File: src/rtl/sram_stream_loader.sv
// Stream-to-SRAM loader: packs four 32-bit words per 128-bit line,
// writes lines from BASE_ADDR upward, then pulses start.
module sram_stream_loader #(
    parameter logic [15:0] BASE_ADDR = 16'h0000
) (
    input  logic         clock,
    input  logic         reset,
    input  logic         load_go,
    input  logic [15:0]  line_count,
    input  logic [31:0]  s_data,
    input  logic         s_valid,
    output logic         s_ready,
    output logic         WriteEnable,
    output logic [15:0]  WriteAddress,
    output logic [127:0] WriteBus,
    output logic         busy,
    output logic         done,
    output logic         start
);

    typedef enum logic [1:0] {
        S_IDLE,
        S_FILL,
        S_WRITE,
        S_DONE
    } state_e;

    state_e         state_q, state_d;
    logic [1:0]     word_q, word_d;
    logic [15:0]    line_q, line_d;
    logic [15:0]    count_q, count_d;
    logic [95:0]    buf_q, buf_d;
    logic [15:0]    addr_q, addr_d;
    logic [127:0]   bus_q, bus_d;
    logic           start_q, start_d;
    logic [15:0]    line_nxt;

    assign line_nxt = line_q + 16'd1;

    always_ff @(posedge clock or posedge reset) begin
        if (reset) begin
            state_q <= S_IDLE;
            word_q  <= '0;
            line_q  <= '0;
            count_q <= '0;
            buf_q   <= '0;
            addr_q  <= '0;
            bus_q   <= '0;
            start_q <= 1'b0;
        end else begin
            state_q <= state_d;
            word_q  <= word_d;
            line_q  <= line_d;
            count_q <= count_d;
            buf_q   <= buf_d;
            addr_q  <= addr_d;
            bus_q   <= bus_d;
            start_q <= start_d;
        end
    end

    always_comb begin
        state_d = state_q;
        word_d  = word_q;
        line_d  = line_q;
        count_d = count_q;
        buf_d   = buf_q;
        addr_d  = addr_q;
        bus_d   = bus_q;
        start_d = 1'b0;
        unique case (state_q)
            S_IDLE, S_DONE: begin
                if (load_go) begin
                    count_d = line_count;
                    line_d  = '0;
                    word_d  = '0;
                    if (line_count == 16'd0) begin
                        state_d = S_DONE;
                        start_d = 1'b1;
                    end else begin
                        state_d = S_FILL;
                    end
                end
            end
            S_FILL: begin
                if (s_valid) begin
                    word_d = word_q + 2'd1;
                    // Words 0..2 are staged; the 4th completes the line
                    // so the output bus only changes when a write begins.
                    unique case (word_q)
                        2'd0: buf_d[95:64] = s_data;
                        2'd1: buf_d[63:32] = s_data;
                        2'd2: buf_d[31:0]  = s_data;
                        2'd3: begin
                            bus_d   = {buf_q, s_data};
                            addr_d  = BASE_ADDR + line_q;
                            state_d = S_WRITE;
                        end
                    endcase
                end
            end
            S_WRITE: begin
                line_d = line_nxt;
                if (line_nxt == count_q) begin
                    state_d = S_DONE;
                    start_d = 1'b1;
                end else begin
                    state_d = S_FILL;
                end
            end
            default: state_d = S_IDLE;
        endcase
    end

    assign s_ready      = (state_q == S_FILL);
    assign WriteEnable  = (state_q == S_WRITE);
    assign busy         = (state_q == S_FILL) || (state_q == S_WRITE);
    assign done         = (state_q == S_DONE);
    assign start        = start_q;
    assign WriteAddress = addr_q;
    assign WriteBus     = bus_q;

endmodule
File: config.mk
export PLATFORM = sky130hd
export DESIGN_NAME = sram_stream_loader
export DESIGN_NICKNAME = d
export VERILOG_FILES = /design/src/rtl/sram_stream_loader.sv
export SDC_FILE = /design/constraint.sdc
export NUM_CORES = 1
export LEC_CHECK = 0
export BUFFER_PORTS_ARGS = -buffer_cell sky130_fd_sc_hd__clkbuf_2
export CORE_ASPECT_RATIO = 1.75
export CORE_MARGIN = 10
export CORE_UTILIZATION = 45
export DETAILED_ROUTE_END_ITERATION = 16
export GPL_ROUTABILITY_DRIVEN = 0
export PLACE_DENSITY = 0.8
export SLEW_MARGIN = 20
export SYNTH_ARGS = -nofsm -noshare
export SYNTH_HDL_FRONTEND = slang
export SYNTH_SLANG_ARGS = --single-unit
File: constraint.sdc
create_clock -name clock -period 8.1 [get_ports clock]
set_input_delay 0 -clock clock [delete_from_list [all_inputs] [get_ports clock]]
set_output_delay 0 -clock clock [all_outputs]
set_load 0.005 [all_outputs]
After elaboration in Yosys (flattened, before gate mapping)
Index checks and enable logic that the tools add are counted.
{"block": "totals", "mem_count": 0, "output_inout_bits": 149, "ramBits": 0, "latch_bits": 0, "elab_cells": 52, "romBits": 0, "in_bits": 52, "reg_bits": 277}
{"block": "op_classes", "order_cmp": 0, "n_reduce_logical": 15, "eq_ne": 10, "n_mul": 0, "div": 0, "n_shift": 0, "bitwise_logic": 0, "muxes": 15, "n_addsub": 2}
{"op": "case mux 16 bit (2 select lines)", "n": 1}
{"op": "AND reduction 3 bit", "n": 6}
{"op": "adder 16 x 1 -> 16 bit, second input constant", "n": 1}
{"op": "== test 16 bit", "n": 1}
{"op": "logical NOT 16 bit", "n": 1}
{"op": "two-way mux 16 bit", "n": 1}
{"op": "two-way mux 2 bit", "n": 7}
{"op": "== test 2 bit, second input constant", "n": 4}
{"op": "case mux 2 bit (3 select lines)", "n": 1}
{"op": "== test 2 x 1 -> 1 bit, second input constant", "n": 2}
{"op": "logical NOT 2 bit", "n": 2}
{"op": "inequality test 2 bit, second input constant", "n": 2}
{"op": "case mux 2 bit (2 select lines)", "n": 1}
{"op": "AND reduction 2 bit", "n": 2}
{"op": "nonzero test 2 bit", "n": 2}
{"op": "two-way mux 1 bit", "n": 3}
{"op": "adder 2 x 1 -> 2 bit, second input constant", "n": 1}
{"op": "inequality test 2 x 1 -> 1 bit, second input constant", "n": 1}
{"op": "case mux 1 bit (2 select lines)", "n": 1}
{"op": "OR reduction 2 bit", "n": 1}
{"op": "logical OR 1 bit", "n": 1}

Logic depth before layout (Yosys ltp)
Gate-level depths: netlist (run 1).
{"block": "depth", "ltp_word": 4, "depth_mapped": 9, "ltp_nobuf": 8}

Worst setup path after synthesis (run 1)
Ideal clock, no wire load.
{"block": "synth_timing", "kind": "reg2reg", "start": "register state_q[0]", "end": "register count_q[0]", "setup_slack_ns": 6.151, "path_stages_with_launch": 7, "setup_time_ns": 0.125, "synth_period_minus_slack_ns": 1.949, "path_buffers": 2, "arrival_ns": 1.824, "required_time_ns": 7.975, "path_cell_list": "dfrtp_1 > inv_1 > ha_1 > clkbuf_1 > nand2_1 > clkbuf_1 > mux2_2"}
{"block": "synth_via", "elab_chain_len": 3, "elab_cells_between_ends": 4, "classes_between": "eq/ne (1); reduce/logical (3)"}
{"item": "start: declaration", "line_no": "28", "text": "state_e state_q, state_d;"}
{"item": "start signal: assignment", "line_no": "51", "text": "state_q <= state_d;"}
{"item": "== test 2 bit or logical NOT 2 bit (tied branches)", "line_no": "71", "text": "unique case (state_q)"}
{"item": "OR reduction 2 bit *", "line_no": "71"}
{"item": "AND reduction 2 bit (no line) *"}
{"item": "end signal: assignment", "line_no": "54", "text": "count_q <= count_d;"}
{"item": "end: declaration", "line_no": "31", "text": "logic [15:0] count_q, count_d;"}
Every way passes the cells marked *; elsewhere a longest branch is shown, timed or not.
A chain may end at the register's enable or synchronous reset.

Worst setup path in the final report (run 1)
{"block": "layout_timing", "start": "register state_q[1]", "end": "register bus_q[39] (netlist: WriteBus[39])"}
{"block": "layout_via", "elab_chain_len": 2}
{"item": "== test 2 x 1 -> 1 bit", "line_no": "71"}
{"item": "AND reduction 3 bit (no line)"}
{"item": "end signal: assignment", "line_no": "57", "text": "bus_q <= bus_d;"}
{"item": "end: declaration", "line_no": "34", "text": "logic [127:0] bus_q, bus_d;"}
Every way passes these cells.

==> results.py, run 1 <==
metrics = {
    "cts": {
        "clockBufferDepth": 3,
        "clkTransAtPathRegs_ns": 0.07,
        "htreeDepth": 1,
        "cts_buffers": 25,
        "cts_tree": "yes",
        "cts-root-buf": "clkbuf_16",
        "numClockSinks": 277,
        "clk_latency_ns": 0.52,
    },
    "yosys": {
        "ys_seq_area_frac": 0.621,
        "synth_area_leaders": "dfrtp_1 (62%), mux2_2 (25%), o21ai_0 (1.6%)",
        "yosysUniqueCellTypes": 47,
        "synth-main-ff-cell": "dfrtp_1",
        "synth_top_area_frac": 0.621,
        "syn_area_per_cell_um2": 14.8,
        "syn_inst": 755,
        "yosys_warnings": 0,
        "synth-edff-count": 0,
        "yosys-top-cells-count": "dfrtp_1 (277), mux2_2 (252), o21ai_0 (35), nand2_1 (21), buf_2 (18)",
        "yosys_register_bits": 277,
        "synth_most_common_cell": "dfrtp_1",
        "async_flop_share": 1.00,
        "syn_area_um2": 11200,
        "synth_largest_area_cell": "dfrtp_1",
        "synth_nets": 816,
    },
    "sta": {
        "fin_crit_sh": 0.368,
        "final.min_clock_period_ns": 2.98,
        "fmax_ghz": 0.335,
        "setup_violations": 0,
        "setup_tns_ns": 0,
        "tightest_slew_ns": 0.970,
        "fin_worst_skew_ns": 0.0119,
        "relSlewSlack": 0.353,
        "rsz0062_at_grt": "no",
        "slew_violations": 0,
        "worst_hold_slack_ns": 0.0415,
        "finalHoldViolCount": 0,
    },
    "min_path": {
        "worstHoldPathType": "in2reg",
    },
    "placed_design": {
        "dpl_cell_area_um2": 12400,
        "portBuffers": 200,
        "dp_hpwl_mm": 17.7,
    },
    "finish": {
        "fin_nets": 1058,
        "fillers": 1925,
        "area_growth_pct": 24.1,
        "drive_above_1_share": 0.500,
        "final_area_um2": 13900,
    },
    "power_and_ir_drop": {
        "ir_worst_vdd_uv": 243,
        "leakagePower_uw": 0.00685,
        "p_per_area_nw_per_um2": 347,
    },
    "floorplan": {
        "coreArea_um2": 24500,
        "dieWidth_um": 139,
        "rows": 76,
        "die_h_um": 228,
        "die-area_um2": 31800,
        "io-pin-count": 201,
        "initial_utilization": 0.455,
    },
    "global_routing": {
        "grt_usage": 0.161,
        "grt_pass1_wl_mm": 42.2,
        "grt_max_degree": 142,
        "grt_overflow": 0,
        "grt_pass1_vias": 7524,
        "antenna_found_initial": 1,
    },
    "critical_path": {
        "crit_fanout": 70,
        "path_class": "reg2reg",
        "end_kind": "flop",
        "arrival_ns": 3.38,
        "start_kind": "flop",
        "worstPathRequired_ns": 8.50,
    },
    "detailed_routing": {
        "post_drt_wl_per_cell_um": 19.7,
        "vias": 6986,
        "drc_errors": 0,
        "drtPass1Iterations": 4,
        "routed_wl_mm": 26.2,
        "drt_iter0_drc": 390,
        "avgViaCountPerCell": 5.26,
        "antenna_left": 0,
    },
    "run_status": {
        "status": "finished, final reports clean",
    },
    "run": {
        "max_cap_violations": 0,
    },
}
==> metal layers <==
metal,global-route usage,share of wire
met1,0.175,0.37
met2,0.297,0.55
met4,0.0713,0.039
met5,0,0
met3,0.0277,0.040
==> worst max-delay path, cell delays in order (launching register included) <==
cell	delay, ns
dfrtp_1	0.42
inv_1	0.11
ha_1	0.54
nand3_4	0.64
buf_4	0.63
mux2_2	0.42
==> stage by stage <==
stage | setup slack, ns | utilization | instances | total power, uW
6_report | 5.12 | 0.565 | 1328 | 4810
4_1_cts | 4.76 | 0.564 | 1326 | 4850
2_1_floorplan | 0.463 | - | 755 | 2990
3_5_place_dp | 4.77 | 0.507 | 1231 | 3560
5_1_grt | 4.92 | 0.565 | 1328 | 5100
3_3_place_gp | 4.85 | 0.507 | 1231 | 3470
==> cells in the final DEF (no fill, tap or decap), drive strengths merged, types with 2 or more instances in the layout <==
master       instances
a21oi                8
a22o                 2
a22oi                2
a31oi                5
and3                 4
and4                 4
buf                  7
bufinv               4
clkbuf             240
dfrtp              277
dlygate4sd3         50
ha                   9
inv                 11
mux2               252
mux2i                3
nand2               21
nand2b               5
nand3               15
nand4                6
nor2                 6
nor4                 7
o21ai               36
o31ai                6
or3                  2
xnor2               10
xor2                 6
==> cells by family (layout without fill, tap and decap cells) <==
group / Yosys count / after routing / synth area share
AOI/OAI and AO/OA: 69 / 69 / 0.0373
and+or+nand+nor: 75 / 75 / 0.0391
buffers and inverters: 53 / 313 / 0.0212
muxes: 255 / 255 / 0.257
DFF: 277 / 277 / 0.621
xor gates and xnor gates: 17 / 17 / 0.0146
adders and majority gates: 9 / 9 / 0.0101
other: 0 / 1 / 0
==> timing repair <==
action / 4_1_cts / 5_1_grt
endpoints found under the hold margin: 285 / 0
setup buffers: 0 / 0
resized for setup: 0 / 0
hold buffers: 50 / 0
==> flip-flops by register name, summed over array words and instances (netlist names) <==
register and flops:
count_q 16, word_q 2, WriteBus 128, start 1, buf_q 96, state_q 2
line_q 16, WriteAddress 16
==> final cells by class <==
cell class              instances  area [um^2]  share of cell area
clock buffers                  40          762              0.0550
well taps                     312          390              0.0282
multi-input cells             425         4030               0.291
clock inverters                 5          125             0.00903
repair buffers                257         1570               0.113
diodes                          1         2.50            0.000181
inverters                      11         48.8             0.00352
flip-flops and latches        277         6930               0.500
==> power by group <==
group	total (uW)	internal [uW]	leakage, uW	switching, uW
clock network	1260	769	0.000434	493
registers	2210	1920	0.00357	296
logic	1330	747	0.00284	583
total	4810	3430	0.00685	1370
==> path summary, 6_finish.rpt <==
check                      slack, ns  cells after the start              end       startpoint
setup reg to reg                5.12                      5     WriteBus[39]       state_q[1]
hold reg to reg                 0.49                      2  WriteAddress[9]  WriteAddress[9]
setup / recovery                5.12                      5     WriteBus[39]       state_q[1]
hold / removal                  0.04                      4        word_q[1]          s_valid
max in group asynchronous       6.33                      4        line_q[3]            reset
min in group asynchronous       0.26                      3      WriteBus[0]            reset
Note: power is estimated with default switching activity, not from simulation.
==> inputs of run 2 (changes only) <==
--- a/config.mk
+++ b/config.mk
@@ -11,7 +11,7 @@
 export CORE_UTILIZATION = 45
 export DETAILED_ROUTE_END_ITERATION = 16
 export GPL_ROUTABILITY_DRIVEN = 0
-export PLACE_DENSITY = 0.8
+export PLACE_DENSITY = 0.78
 export SLEW_MARGIN = 20
 export SYNTH_ARGS = -nofsm -noshare
 export SYNTH_HDL_FRONTEND = slang
==> constraint.sdc (replaced) <==
create_clock -name clock -period 2.8 [get_ports clock]
set_input_delay 0 -clock clock [delete_from_list [all_inputs] [get_ports clock]]
set_output_delay 0 -clock clock [all_outputs]
set_load 0.005 [all_outputs]
==> run 2 against run 1 <==
Effect of this change: die area unchanged; non-clock buffer count up 11; count of clock-buffer cells in the layout down 8; critical path depth unchanged; largest power group unchanged; sequential cell count unchanged; critical endpoint is now WriteBus[105].
==> results.py, run 2 (synthesized netlist as in run 1, its figures left out) <==
metrics = {
    "sta": {
        "tightest_slew_ns": 0.739,
        "finalHoldViolCount": 0,
        "relSlewSlack": 0.502,
        "rsz0062_at_grt": "no",
        "worst_hold_slack_ns": 0.0783,
        "worst_slack_ns": 0.657,
        "slew_violations": 0,
        "final.min_clock_period_ns": 2.14,
        "setup_violations": 0,
        "fin_crit_sh": 0.765,
        "fin_worst_skew_ns": 0.0166,
        "fmax_ghz": 0.467,
    },
    "global_routing": {
        "grt_pass1_wl_mm": 41.7,
        "antenna_found_initial": 0,
        "grt_max_degree": 110,
        "grt_pass1_vias": 7495,
        "grt_overflow": 0,
        "grt_usage": 0.160,
    },
    "placed_design": {
        "placed_cells": 1242,
        "dp_hpwl_mm": 18.4,
        "dpl_cell_area_um2": 12600,
        "dp_slack_ns": 0.647,
        "portBuffers": 200,
    },
    "floorplan": {
        "die-area_um2": 31800,
        "initial_utilization": 0.455,
        "die_h_um": 228,
        "io-pin-count": 201,
        "dieWidth_um": 139,
        "rows": 76,
        "coreArea_um2": 24500,
    },
    "critical_path": {
        "crit_path_start": "state_q[1]",
        "rrSetupSlack_ns": 0.66,
        "r2r-start": "state_q[1]",
        "reg2reg_to": "WriteBus[105]",
        "end_kind": "flop",
        "path_class": "reg2reg",
        "critical_path.endpoint": "WriteBus[105]",
        "worstPathRequired_ns": 3.19,
        "ff2ff_path_depth": 5,
        "start_kind": "flop",
        "crit_fanout": 37,
        "arrival_ns": 2.54,
    },
    "cts": {
        "clkTransAtPathRegs_ns": 0.07,
        "post-cts-setup-buffer-count": 0,
        "clk_latency_ns": 0.52,
        "numClockSinks": 277,
        "cts_buffers": 24,
        "cts_tree": "yes",
        "htreeDepth": 1,
        "post_cts_resized": 0,
        "cts-root-buf": "clkbuf_16",
        "clockBufferDepth": 3,
    },
    "finish": {
        "largest_register_ffs": 128,
        "antennaDiodeCount": 0,
        "final_cell_mix": "dfrtp_1 (277), mux2_2 (252), clkbuf_2 (200), dlygate4sd3_1 (51), o21ai_0 (35)",
        "fillers": 1912,
        "final_common_cell": "dfrtp_1",
        "area_growth_pct": 25.0,
        "final_area_um2": 14000,
        "drive_above_1_share": 0.507,
        "fin_cells": 1335,
        "fin_nets": 1068,
    },
    "detailed_routing": {
        "drt_iter0_drc": 297,
        "routed_wl_mm": 25.9,
        "vias": 7054,
        "avgViaCountPerCell": 5.28,
        "post_drt_wl_per_cell_um": 19.4,
        "drc_errors": 0,
        "antenna_left": 0,
        "drtPass1Iterations": 5,
    },
    "run": {
        "max_cap_violations": 0,
    },
    "run_status": {
        "status": "finished, final reports clean",
    },
    "power_and_ir_drop": {
        "leakagePower_uw": 0.00690,
        "ir_worst_vdd_uv": 599,
        "p_per_area_nw_per_um2": 984,
    },
    "min_path": {
        "worstHoldPathType": "in2async",
    },
}
-- run 2: cell count changes in the layout (fill, tap and decap cells not counted), moves of 3 or more --
cell        delta
clkinv_2       +4
clkinvlp_4     +3
buf_12         +7
clkbuf_1       -4
buf_4          +3
clkbuf_8       -4
-- run 2: worst min path at each step --
stage               start            end  slack [ns]  cells after the start
4_1_cts             reset      buf_q[87]        0.08                      3
2_1_floorplan  s_data[29]      buf_q[61]        0.15                      1
5_1_grt             reset      buf_q[87]        0.12                      3
6_report            reset      buf_q[87]        0.08                      3
3_3_place_gp        reset  WriteBus[119]        0.08                      2
3_5_place_dp        reset      buf_q[87]        0.09                      2
-- run 2: power by group --
part / leakage [uW] / switching, uW / internal, uW
Combinational: 0.00293 / 1670 / 2220
Clock: 0.000403 / 1420 / 2010
Sequential: 0.00357 / 864 / 5550
Total: 0.00690 / 3950 / 9780
-- run 2: critical path, cell delays in order, from the launching register on --
cell and delay (ns):
dfrtp_1 0.43, inv_1 0.10, ha_1 0.33, nand3_4 0.46, buf_12 0.36, mux2_2 0.32
-- run 2: cell type report --
| class | instances | area [um^2] | share of cell area |
|---|---|---|---|
| Inverter | 11 | 45.0 | 0.00323 |
| Multi-Input combinational cell | 425 | 4020 | 0.288 |
| Tap cell | 312 | 390 | 0.0280 |
| Clock inverter | 10 | 130 | 0.00933 |
| Sequential cell | 277 | 6930 | 0.497 |
| Timing Repair Buffer | 268 | 1740 | 0.125 |
| Clock buffer | 32 | 692 | 0.0496 |
-- run 2: per-layer routing --
metal	share of wire	vias up	GRT usage
met3	0.044	44	0.0277
met5	0	-	0
met2	0.57	181	0.307
met1	0.35	3619	0.165
met4	0.033	0	0.0664
li1	-	3210	-
-- run 2: what timing repair did --
action / in CTS / in global routing
hold buffers: 51 / 0
hold endpoints to repair: 204 / 0
endpoints found under the setup margin: 0 / 0
-- run 2: metrics by stage --
step,utilization,total power [uW],TNS [ns]
final,0.569,13700,0
after global routing,0.569,14600,0
after CTS,0.569,13900,0
after detailed placement,0.514,10400,0
after global placement,0.514,10100,0
after floorplan,-,8640,-239.70
==> inputs of run 3 (changes only) <==
--- a/config.mk
+++ b/config.mk
@@ -5,6 +5,7 @@
 export SDC_FILE = /design/constraint.sdc
 export NUM_CORES = 1
 export LEC_CHECK = 0
+export ABC_AREA = 1
 export BUFFER_PORTS_ARGS = -buffer_cell sky130_fd_sc_hd__clkbuf_2
 export CORE_ASPECT_RATIO = 1.75
 export CORE_MARGIN = 10
==> constraint.sdc (replaced) <==
create_clock -name clock -period 2.1 [get_ports clock]
set_input_delay 0 -clock clock [delete_from_list [all_inputs] [get_ports clock]]
set_output_delay 0 -clock clock [all_outputs]
set_load 0.005 [all_outputs]
==> run 3 against run 2 <==
Effect of this change: total power grew 25%; via count up 20%; non-clock buffer count is 13 higher; sequential power increased by 26%; core utilization increased by 0.85 points; sequential share of layout area shrank 0.52 points; area after synthesis is 0.68% lower; die area is 0.60% lower; wire length up 12%; global-route usage is 2.3 points higher; count of clock-buffer cells in the layout is 2 lower; maximum frequency up 12%; critical path type unchanged.
==> results.py, run 3 <==
metrics = {
    "placed_design": {
        "dp_hpwl_mm": 20.5,
        "portBuffers": 200,
        "dp_slack_ns": 0.165,
    },
    "yosys": {
        "synthAdderAreaFrac": 0.0102,
        "synth_area_leaders": "dfrtp_1 (63%), mux2_2 (9.9%), nand2_1 (8.5%)",
        "synth_largest_area_cell": "dfrtp_1",
        "synth_xor_area_frac": 0,
        "synth-compound-area-share": 0.0845,
        "synth_top_family_by_area": "simple AND/OR/NAND/NOR gates",
        "synthMuxAreaShare": 0.0985,
        "ys_seq_area_frac": 0.625,
        "synth-main-ff-cell": "dfrtp_1",
        "synth_nets": 1112,
        "async_flop_share": 1.00,
        "syn_area_um2": 11100,
        "syn_inst": 1051,
        "yosys-top-cells-count": "dfrtp_1 (277), nand2_1 (250), o21ai_0 (171), mux2_2 (97), inv_1 (86)",
        "syn_area_per_cell_um2": 10.6,
        "synthSimpleGateAreaFrac": 0.135,
        "synth_top_area_frac": 0.625,
        "synth_most_common_cell": "dfrtp_1",
        "yosys_register_bits": 277,
        "yosysUniqueCellTypes": 27,
        "yosys_warnings": 0,
        "synth-edff-count": 0,
    },
    "sta": {
        "worst_hold_slack_ns": 0.159,
        "fin_worst_skew_ns": 0.0196,
        "final.min_clock_period_ns": 1.92,
        "fin_crit_sh": 0.915,
        "slew_violations": 0,
        "relSlewSlack": 0.484,
        "tightest_slew_ns": 0.772,
        "finalHoldViolCount": 0,
        "fmax_ghz": 0.520,
        "setup_violations": 0,
        "worst_slack_ns": 0.178,
        "setup_tns_ns": 0,
    },
    "global_routing": {
        "grt_max_degree": 67,
        "grt_overflow": 0,
        "grt_usage": 0.183,
        "grt_pass1_wl_mm": 47.5,
        "antenna_found_initial": 0,
        "grt_pass1_vias": 8880,
    },
    "detailed_routing": {
        "drtPass1Iterations": 7,
        "post_drt_wl_per_cell_um": 17.7,
        "drt_iter0_drc": 596,
        "vias": 8485,
        "drc_errors": 0,
        "avgViaCountPerCell": 5.15,
        "antenna_left": 0,
        "routed_wl_mm": 29.2,
    },
    "finish": {
        "area_growth_pct": 27.2,
        "final_cell_mix": "dfrtp_1 (275), nand2_1 (245), clkbuf_2 (200), o21ai_0 (171), mux2_2 (97)",
        "final_util": 0.577,
        "fin_nets": 1377,
        "drive_above_1_share": 0.306,
        "fillers": 1975,
        "final_common_cell": "dfrtp_1",
        "antennaDiodeCount": 0,
        "largest_register_ffs": 128,
    },
    "power_and_ir_drop": {
        "pwr-share-clk": 0.292,
        "cell_internal_pwr_uw": 11900,
        "ir_worst_vdd_uv": 718,
        "p_switching_uw": 5300,
        "share_seq_of_total_power": 0.469,
        "fin_total_pwr_uw": 17200,
        "p_per_area_nw_per_um2": 1220,
        "leakagePower_uw": 0.00744,
        "p_comb_frac": 0.239,
        "swShare": 0.309,
    },
    "cts": {
        "cts_buffers": 25,
        "numClockSinks": 277,
        "clkTransAtPathRegs_ns": 0.07,
        "clk_latency_ns": 0.53,
        "clockBufferDepth": 3,
        "htreeDepth": 1,
        "cts-root-buf": "clkbuf_16",
        "cts_tree": "yes",
    },
    "critical_path": {
        "crit_path_start": "state_q[1]",
        "r2r-start": "state_q[1]",
        "path_class": "reg2reg",
        "rrSetupSlack_ns": 0.18,
        "crit_fanout": 27,
        "end_kind": "flop",
        "critPathMaxStageDelay_ns": 0.55,
        "start_kind": "flop",
        "critical_path_buf_inv_count": 2,
        "critPathSlowestCell": "dlygate4sd3_1",
        "crit_family": "buffers and inverters",
        "crit_chain": "ha_2 -> nand2_2 -> buf_6 -> nand2_1 -> o21ai_0 -> dlygate4sd3_1",
        "worstPathRequired_ns": 2.50,
        "arrival_ns": 2.32,
    },
    "floorplan": {
        "io-pin-count": 201,
        "rows": 76,
        "coreArea_um2": 24400,
        "die_h_um": 228,
        "dieWidth_um": 139,
        "die-area_um2": 31600,
        "initial_utilization": 0.454,
    },
    "run_status": {
        "status": "finished, final reports clean",
    },
    "run": {
        "max_cap_violations": 0,
    },
    "min_path": {
        "worstHoldPathType": "in2async",
    },
}
==> run 3: path summary, 6_finish.rpt <==
check	to	cells after the start
setup / recovery	count_q[15]	6
hold / removal	WriteBus[105]	3
setup reg to reg	count_q[15]	6
hold reg to reg	buf_q[77]	2
max in group asynchronous	WriteBus[55]	4
min in group clock	count_q[3]	4
==> run 3: cell type report <==
cell class	count	area, um^2	area share
clock buffer	30	684	0.0485
clock inverter	16	225	0.0160
inverter	92	349	0.0247
multi-input combinational	639	3690	0.262
sequential	277	6930	0.492
tap	312	390	0.0277
timing repair buffer	281	1830	0.130
==> run 3: metrics by stage <==
step                      area, um^2  cells
final                          14100   1647
after global routing           14100   1647
after CTS                      14000   1645
after detailed placement       12600   1546
after global placement         12600   1546
after floorplan                11100   1051
==> run 3: logic make-up (layout without fill, tap and decap cells) <==
family / Yosys count / count (layout)
compound gates: 184 / 184
buf+inv: 135 / 419
fa+ha+maj: 9 / 9
mux: 97 / 97
flops: 277 / 277
simple gates: 349 / 349
==> run 3: routing by layer <==
metal | GRT usage | vias up | share of wire | wire [um]
met3 | 0.0289 | 73 | 0.055 | 1600
met5 | 0 | - | 0 | 0
li1 | - | 3984 | - | -
met4 | 0.0868 | 0 | 0.043 | 1260
met1 | 0.203 | 4151 | 0.37 | 10700
met2 | 0.335 | 277 | 0.54 | 15600
==> run 3: what timing repair did <==
action / CTS / global route
buffers inserted: 0 / 2
resized for setup: 0 / 14
hold buffers: 53 / 0
endpoints found under the hold margin: 168 / 0
endpoints found under the setup margin: 0 / 4
==> run 3: power groups by stage <==
stage / Sequential (uW) / Combinational, uW / Clock, uW
global placement: 8070 / 3790 / 0
finish: 8060 / 4110 / 5010
detailed placement: 8150 / 3940 / 0
floorplan: 7890 / 2330 / 0
CTS: 8070 / 4090 / 5120
global route: 8270 / 4700 / 5340
==> run 3: worst min-delay path, cell delays in order <==
cell and delay [ns]:
dlygate4sd3_1 0.53, clkbuf_2 0.12, clkinvlp_4 0.51
